`config.mk`:
```
export PLATFORM = sky130hd
export DESIGN_NAME = forward_quantizer
export DESIGN_NICKNAME = d
export VERILOG_FILES = /design/src/rtl/forward_quantizer.sv
export SDC_FILE = /design/constraint.sdc
export NUM_CORES = 2
export LEC_CHECK = 0
export CORE_MARGIN = 3
export CORE_UTILIZATION = 34
export DETAILED_ROUTE_END_ITERATION = 12
export DONT_BUFFER_PORTS = 1
export SLEW_MARGIN = 0
export SYNTH_ARGS = -nofsm -noshare
export SYNTH_HDL_FRONTEND = slang
export SYNTH_SLANG_ARGS = --single-unit
```
`constraint.sdc`:
```
create_clock -name clk_in -period 11.47 [get_ports clk_in]
set_input_delay 1.147 -clock clk_in [delete_from_list [all_inputs] [get_ports clk_in]]
set_output_delay 1.147 -clock clk_in [all_outputs]
set_load 0.01 [all_outputs]
```
`src/rtl/forward_quantizer.sv`:
```
// JPEG encoder quantizer: divides 8x8 DCT coefficient columns by Annex K steps through a 3-stage pipeline.
// Define QUANT_CHROMA_EN to add the table_sel_in port and the chroma table; otherwise only the luma table is built.
module forward_quantizer (
  input  logic        clk_in,
  input  logic        rst_in,
  input  logic [95:0] column_in,
  input  logic        valid_in,
  output logic        ready_out,
`ifdef QUANT_CHROMA_EN
  input  logic        table_sel_in,
`endif
  output logic [95:0] column_out,
  output logic [2:0]  col_out,
  output logic        last_out,
  output logic        valid_out,
  input  logic        ready_in
);

  localparam int LUMA_Q [8][8] = '{
    '{16, 11, 10, 16,  24,  40,  51,  61},
    '{12, 12, 14, 19,  26,  58,  60,  55},
    '{14, 13, 16, 24,  40,  57,  69,  56},
    '{14, 17, 22, 29,  51,  87,  80,  62},
    '{18, 22, 37, 56,  68, 109, 103,  77},
    '{24, 35, 55, 64,  81, 104, 113,  92},
    '{49, 64, 78, 87, 103, 121, 120, 101},
    '{72, 92, 95, 98, 112, 100, 103,  99}
  };

  localparam int CHROMA_TL [4][4] = '{
    '{17, 18, 24, 47},
    '{18, 21, 26, 66},
    '{24, 26, 56, 99},
    '{47, 66, 99, 99}
  };

  function automatic int q_step(input bit chroma, input int i, input int j);
    if (!chroma) return LUMA_Q[i][j];
    if (i < 4 && j < 4) return CHROMA_TL[i][j];
    return 99;
  endfunction

  // Reciprocal ROM indexed {row, column}; no exact ties exist, so floor((65536 + q/2) / q) is round-to-nearest.
  function automatic logic [63:0][12:0] build_recip(input bit chroma);
    logic [63:0][12:0] t;
    int q;
    t = '0;
    for (int i = 0; i < 8; i++) begin
      for (int j = 0; j < 8; j++) begin
        q = q_step(chroma, i, j);
        t[i*8+j] = 13'((65536 + q / 2) / q);
      end
    end
    return t;
  endfunction

  localparam logic [63:0][12:0] LUMA_R = build_recip(1'b0);
`ifdef QUANT_CHROMA_EN
  localparam logic [63:0][12:0] CHROMA_R = build_recip(1'b1);
`endif

  logic        en;
  logic        accept;
  logic [2:0]  col_cnt;

  logic [11:0] lane_in   [8];
  logic [11:0] mag_in    [8];
  logic [12:0] recip_sel [8];

  logic        s1_valid;
  logic [11:0] s1_mag    [8];
  logic [7:0]  s1_sign;
  logic [12:0] s1_recip  [8];
  logic [2:0]  s1_col;

  logic        s2_valid;
  logic [24:0] s2_prod   [8];
  logic [7:0]  s2_sign;
  logic [2:0]  s2_col;

  logic [24:0] rnd       [8];
  logic [11:0] q_mag     [8];
  logic [11:0] q_val     [8];

  // NOTE: ready_out is combinational from the registered valid_out so a stalled
  // output freezes every stage in the same cycle, with no skid buffer needed.
  assign en        = !valid_out || ready_in;
  assign ready_out = en;
  assign accept    = valid_in && en;

`ifdef QUANT_CHROMA_EN
  logic tbl_chroma;
  logic use_chroma;
  // Column 0 takes the select live; the rest of the block reuses the latched choice.
  assign use_chroma = (col_cnt == 3'd0) ? table_sel_in : tbl_chroma;
`endif

  // NOTE: every signal written in an always_comb is assigned on every path, so no latch is inferred.
  always_comb begin
    for (int i = 0; i < 8; i++) begin
      lane_in[i] = column_in[12*i +: 12];
      mag_in[i]  = lane_in[i][11] ? -lane_in[i] : lane_in[i];
`ifdef QUANT_CHROMA_EN
      recip_sel[i] = use_chroma ? CHROMA_R[{3'(i), col_cnt}] : LUMA_R[{3'(i), col_cnt}];
`else
      recip_sel[i] = LUMA_R[{3'(i), col_cnt}];
`endif
    end
  end

  always_comb begin
    for (int i = 0; i < 8; i++) begin
      rnd[i]   = s2_prod[i] + 25'd32768;
      q_mag[i] = {3'b000, rnd[i][24:16]};
      q_val[i] = s2_sign[i] ? -q_mag[i] : q_mag[i];
    end
  end

  // NOTE: the data pipeline carries no reset; the stage valids alone decide what is meaningful,
  // which keeps reset fan-out off the wide datapath.
  always_ff @(posedge clk_in) begin
    if (en) begin
      for (int i = 0; i < 8; i++) begin
        s1_mag[i]   <= mag_in[i];
        s1_sign[i]  <= lane_in[i][11];
        s1_recip[i] <= recip_sel[i];
        s2_prod[i]  <= 25'(s1_mag[i]) * 25'(s1_recip[i]);
      end
      s1_col  <= col_cnt;
      s2_sign <= s1_sign;
      s2_col  <= s1_col;
    end
  end

  // NOTE: sequential state uses non-blocking assignments so every stage samples pre-edge values.
  always_ff @(posedge clk_in) begin
    if (!rst_in) begin
      s1_valid   <= 1'b0;
      s2_valid   <= 1'b0;
      valid_out  <= 1'b0;
      col_cnt    <= 3'd0;
      col_out    <= 3'd0;
      last_out   <= 1'b0;
      column_out <= '0;
`ifdef QUANT_CHROMA_EN
      tbl_chroma <= 1'b0;
`endif
    end else if (en) begin
      s1_valid  <= accept;
      s2_valid  <= s1_valid;
      valid_out <= s2_valid;
      if (accept) begin
        col_cnt <= col_cnt + 3'd1;
`ifdef QUANT_CHROMA_EN
        if (col_cnt == 3'd0) tbl_chroma <= table_sel_in;
`endif
      end
      col_out  <= s2_col;
      last_out <= (s2_col == 3'd7);
      for (int i = 0; i < 8; i++) begin
        column_out[12*i +: 12] <= q_val[i];
      end
    end
  end

endmodule

```
==> results.md <==
* Worst Tran Pin Value at 1070 ps
* Setup crit end kind: register
* Gr busiest metal: met2
* Routed via count at 36.2k
* Seq pwr share at 19.2%
* Crit-path max FO at 24
* Top cells by count, synth: 1,102 x inv_1, 933 x nand2_1, 806 x fa_1
* Initial cell density of the core at 34.5%
* H-tree depth at 2
* Fillcell total at 15.4k
* Top-count cell post-synth: inv_1
* Max clock buf depth at 3
* Initial antenna violation count at 7
* Sequential area share after synthesis at 22.2%
* Total GRT Usage at 16.4%
* Met2 usage at 26.2%
* CTS tree: done
* # rows at 144
* GRT met1 Usage at 22.5%
* Setup tns final at 0 ps
* DRC Markers at 0
* Routing usage on met3 at 3.57%
* Post-Syn Instances at 5,654
* Worst VDD drop at 0.214 mV
* Core ar. at 155,000 um2
* Syn avg cell area at 9.46 um2
* 1st-iter DRT viols at 2,109
* Die Span X at 403 um
* Largest net degree at the start of global routing at 143
* Period utilisation layout at 53.8%
* Reg clk slew, reported paths at 60 ps
* Yosys top cell by area: fa_1
* CTS Hold Buffers Added at 0
* Async S/R FF share, synth at 0%
* Sw frac at 48.1%
* Pint at 8290 uW
* Leakage at 0.0274 uW
* Primary FF master, synth: edfxtp_1
* Final Wtd Congestion at 0.889
* CTS buffer count at 55
* Fin. Hold Viols at 0
* WP data arrival at 6600 ps
* Layout Cells excl Fill at 7,571
* Synth top area share at 30.2%
* Pwr dens at 279 nW/um2
* Pre-CTS setup slack at 5370 ps
* Max-slew violation total from the final report at 0
* I/O pins at 202
* Type of the worst setup path: register to register
* Die area at 162,000 um2
* Hold Crit Class: register to register
* Gr ovfl total at 0
* Clock root buffer: clkbuf_16
* Worst Slack Setup Final at 5300 ps
* Port Buffer Count at 0
* Mapped cell area at 53,500 um2
* Final wirelength at 132,000 um
* Yosys reg bits at 457
* Die Y at 403 um
* Share of cells above drive strength 1 at 2.55%
* Dpl hpwl at 104,000 um
* Placed Cells at 7,462
* Vias in the first global route at 37.7k
* Clk_lat worst skew at 690 ps
* Status: finished clean
* Global-route wire length before repair at 211,000 um
* P_sw at 7670 uW
* Post-Syn Nets at 7,076
* Post-layout minimum cycle time at 6170 ps
* Library cells used by synthesis at 72
* Fin nets at 6,897
* RSZ-0062 raised after global routing: no
* Worst Skew at 71.6 ps
* Share of total power in the clock network at 11.4%
* Fmax at 162 MHz
* Setup repair bufs after CTS at 0
* Worst EP required at 11,910 ps
* Fraction of power consumed by combinational cells at 69.4%
* Final setup vio count at 0
* Area grow syn2layout at 6.94%
* WHS at 366 ps
* Max-slew headroom at 28.6%
* Critical Path Source Type: register
* First-pass DRT Iterations at 5
* Vias per cell at 4.78
* Post-cts sizing count at 0
* EDFF count, synth at 274
* Synth Warn # at 0
* Area contributors post-synth: fa_1 30%, edfxtp_1 15%, ha_1 12%
* Antenna Nets Post-Route at 0
* Routed len/inst at 17.4 um
* TritonCTS Sinks at 457
* Number of max-cap violations at 0
==> layout make-up <==
cell class / count / area (um2) / share of cell area [%]
inverter: 1103 / 4150 / 7.25
sequential: 457 / 11900 / 20.8
clock inverter: 34 / 395 / 0.691
clock buffer: 69 / 1520 / 2.65
timing repair buffer: 17 / 165 / 0.289
antenna: 6 / 15.0 / 0.0262
tap: 2044 / 2560 / 4.47
multi-input combinational: 3841 / 36500 / 63.8
==> critical path: stages (launching register included) <==
cell       delay [ps]
edfxtp_1         1060
nand2_1           180
fa_1              480
fa_1              540
inv_1              50
fa_1              490
fa_1              490
inv_1              50
fa_1              490
inv_1              50
ha_1              290
a21o_1            160
a21oi_1           140
o211ai_1          100
a21oi_1           280
o21ai_0           290
a2111oi_0         480
o21bai_1          150
xnor2_1           140
==> final timing paths <==
kind                                       from         endpoint  slack [ps]  depth (start not counted)
worst max register to register  s1_recip[0][45]   s2_prod[0][99]        5300                         18
worst min-delay path             recip_sel[102]  s1_recip[0][11]         370                          0
worst max-delay path            s1_recip[0][45]   s2_prod[0][99]        5300                         18
worst min register to register   recip_sel[102]  s1_recip[0][11]         370                          0
==> cell families after synthesis <==
| kind of cell | after synthesis | synth area share, % |
|---|---|---|
| fa+ha+maj | 1322 | 42.2 |
| mux | 4 | 0.0748 |
| flops | 457 | 22.2 |
| xor+xnor | 264 | 4.32 |
| compound gates | 448 | 5.44 |
| buf+inv | 1356 | 9.52 |
| simple gates | 1803 | 16.2 |
==> power by group through the flow <==
stage / Sequential [uW] / Combinational [uW] / Clock, uW
final: 3070 / 11100 / 1820
after global routing: 3120 / 12900 / 1950
after CTS: 3060 / 11200 / 1900
after detailed placement: 3100 / 11100 / 0
after global placement: 3080 / 10800 / 0
after floorplan: 2690 / 8610 / 0
==> per-stage QoR <==
| step | instance area, um2 | total power, uW | util, % |
|---|---|---|---|
| final | 57200 | 16000 | 36.9 |
| after global routing | 57200 | 18000 | 36.9 |
| after CTS | 57200 | 16200 | 36.9 |
| after detailed placement | 55300 | 14200 | 35.6 |
| after global placement | 55300 | 13900 | 35.6 |
| after floorplan | 53500 | 11300 | - |
==> sequential cells by signal, indices dropped and copies added, names as in the netlist <==
name	cells
last_out	1
s2_prod	79
column_out	96
s2_valid	1
s1_sign	8
s1_recip	77
s1_col	3
col_out	3
col_cnt	3
s1_valid	1
s2_col	3
s2_sign	8
s1_mag	96
recip_sel	77
valid_out	1
==> routing by layer <==
layer | wire [um] | up-vias
met5 | 0 | -
met1 | 59300 | 18000
met3 | 9530 | 158
met4 | 3270 | 0
li1 | - | 17100
met2 | 59600 | 928
==> cells in the final DEF, fill, tap and decap left out, drive strengths merged, types with 15 or more instances in the layout <==
cell / instances
and3: 15
a21boi: 37
o21ai: 153
buf: 17
a21oi: 76
inv: 1112
a21o: 19
nand2b: 50
nor3: 35
xnor2: 174
nand4: 35
clkbuf: 69
edfxtp: 274
fa: 806
and2: 464
nor2b: 25
nand2: 933
or4: 16
dfxtp: 183
o31ai: 28
xor2: 90
nor2: 100
a31oi: 18
nand3: 66
ha: 516
No activity file was read; power rests on OpenSTA's default activity.
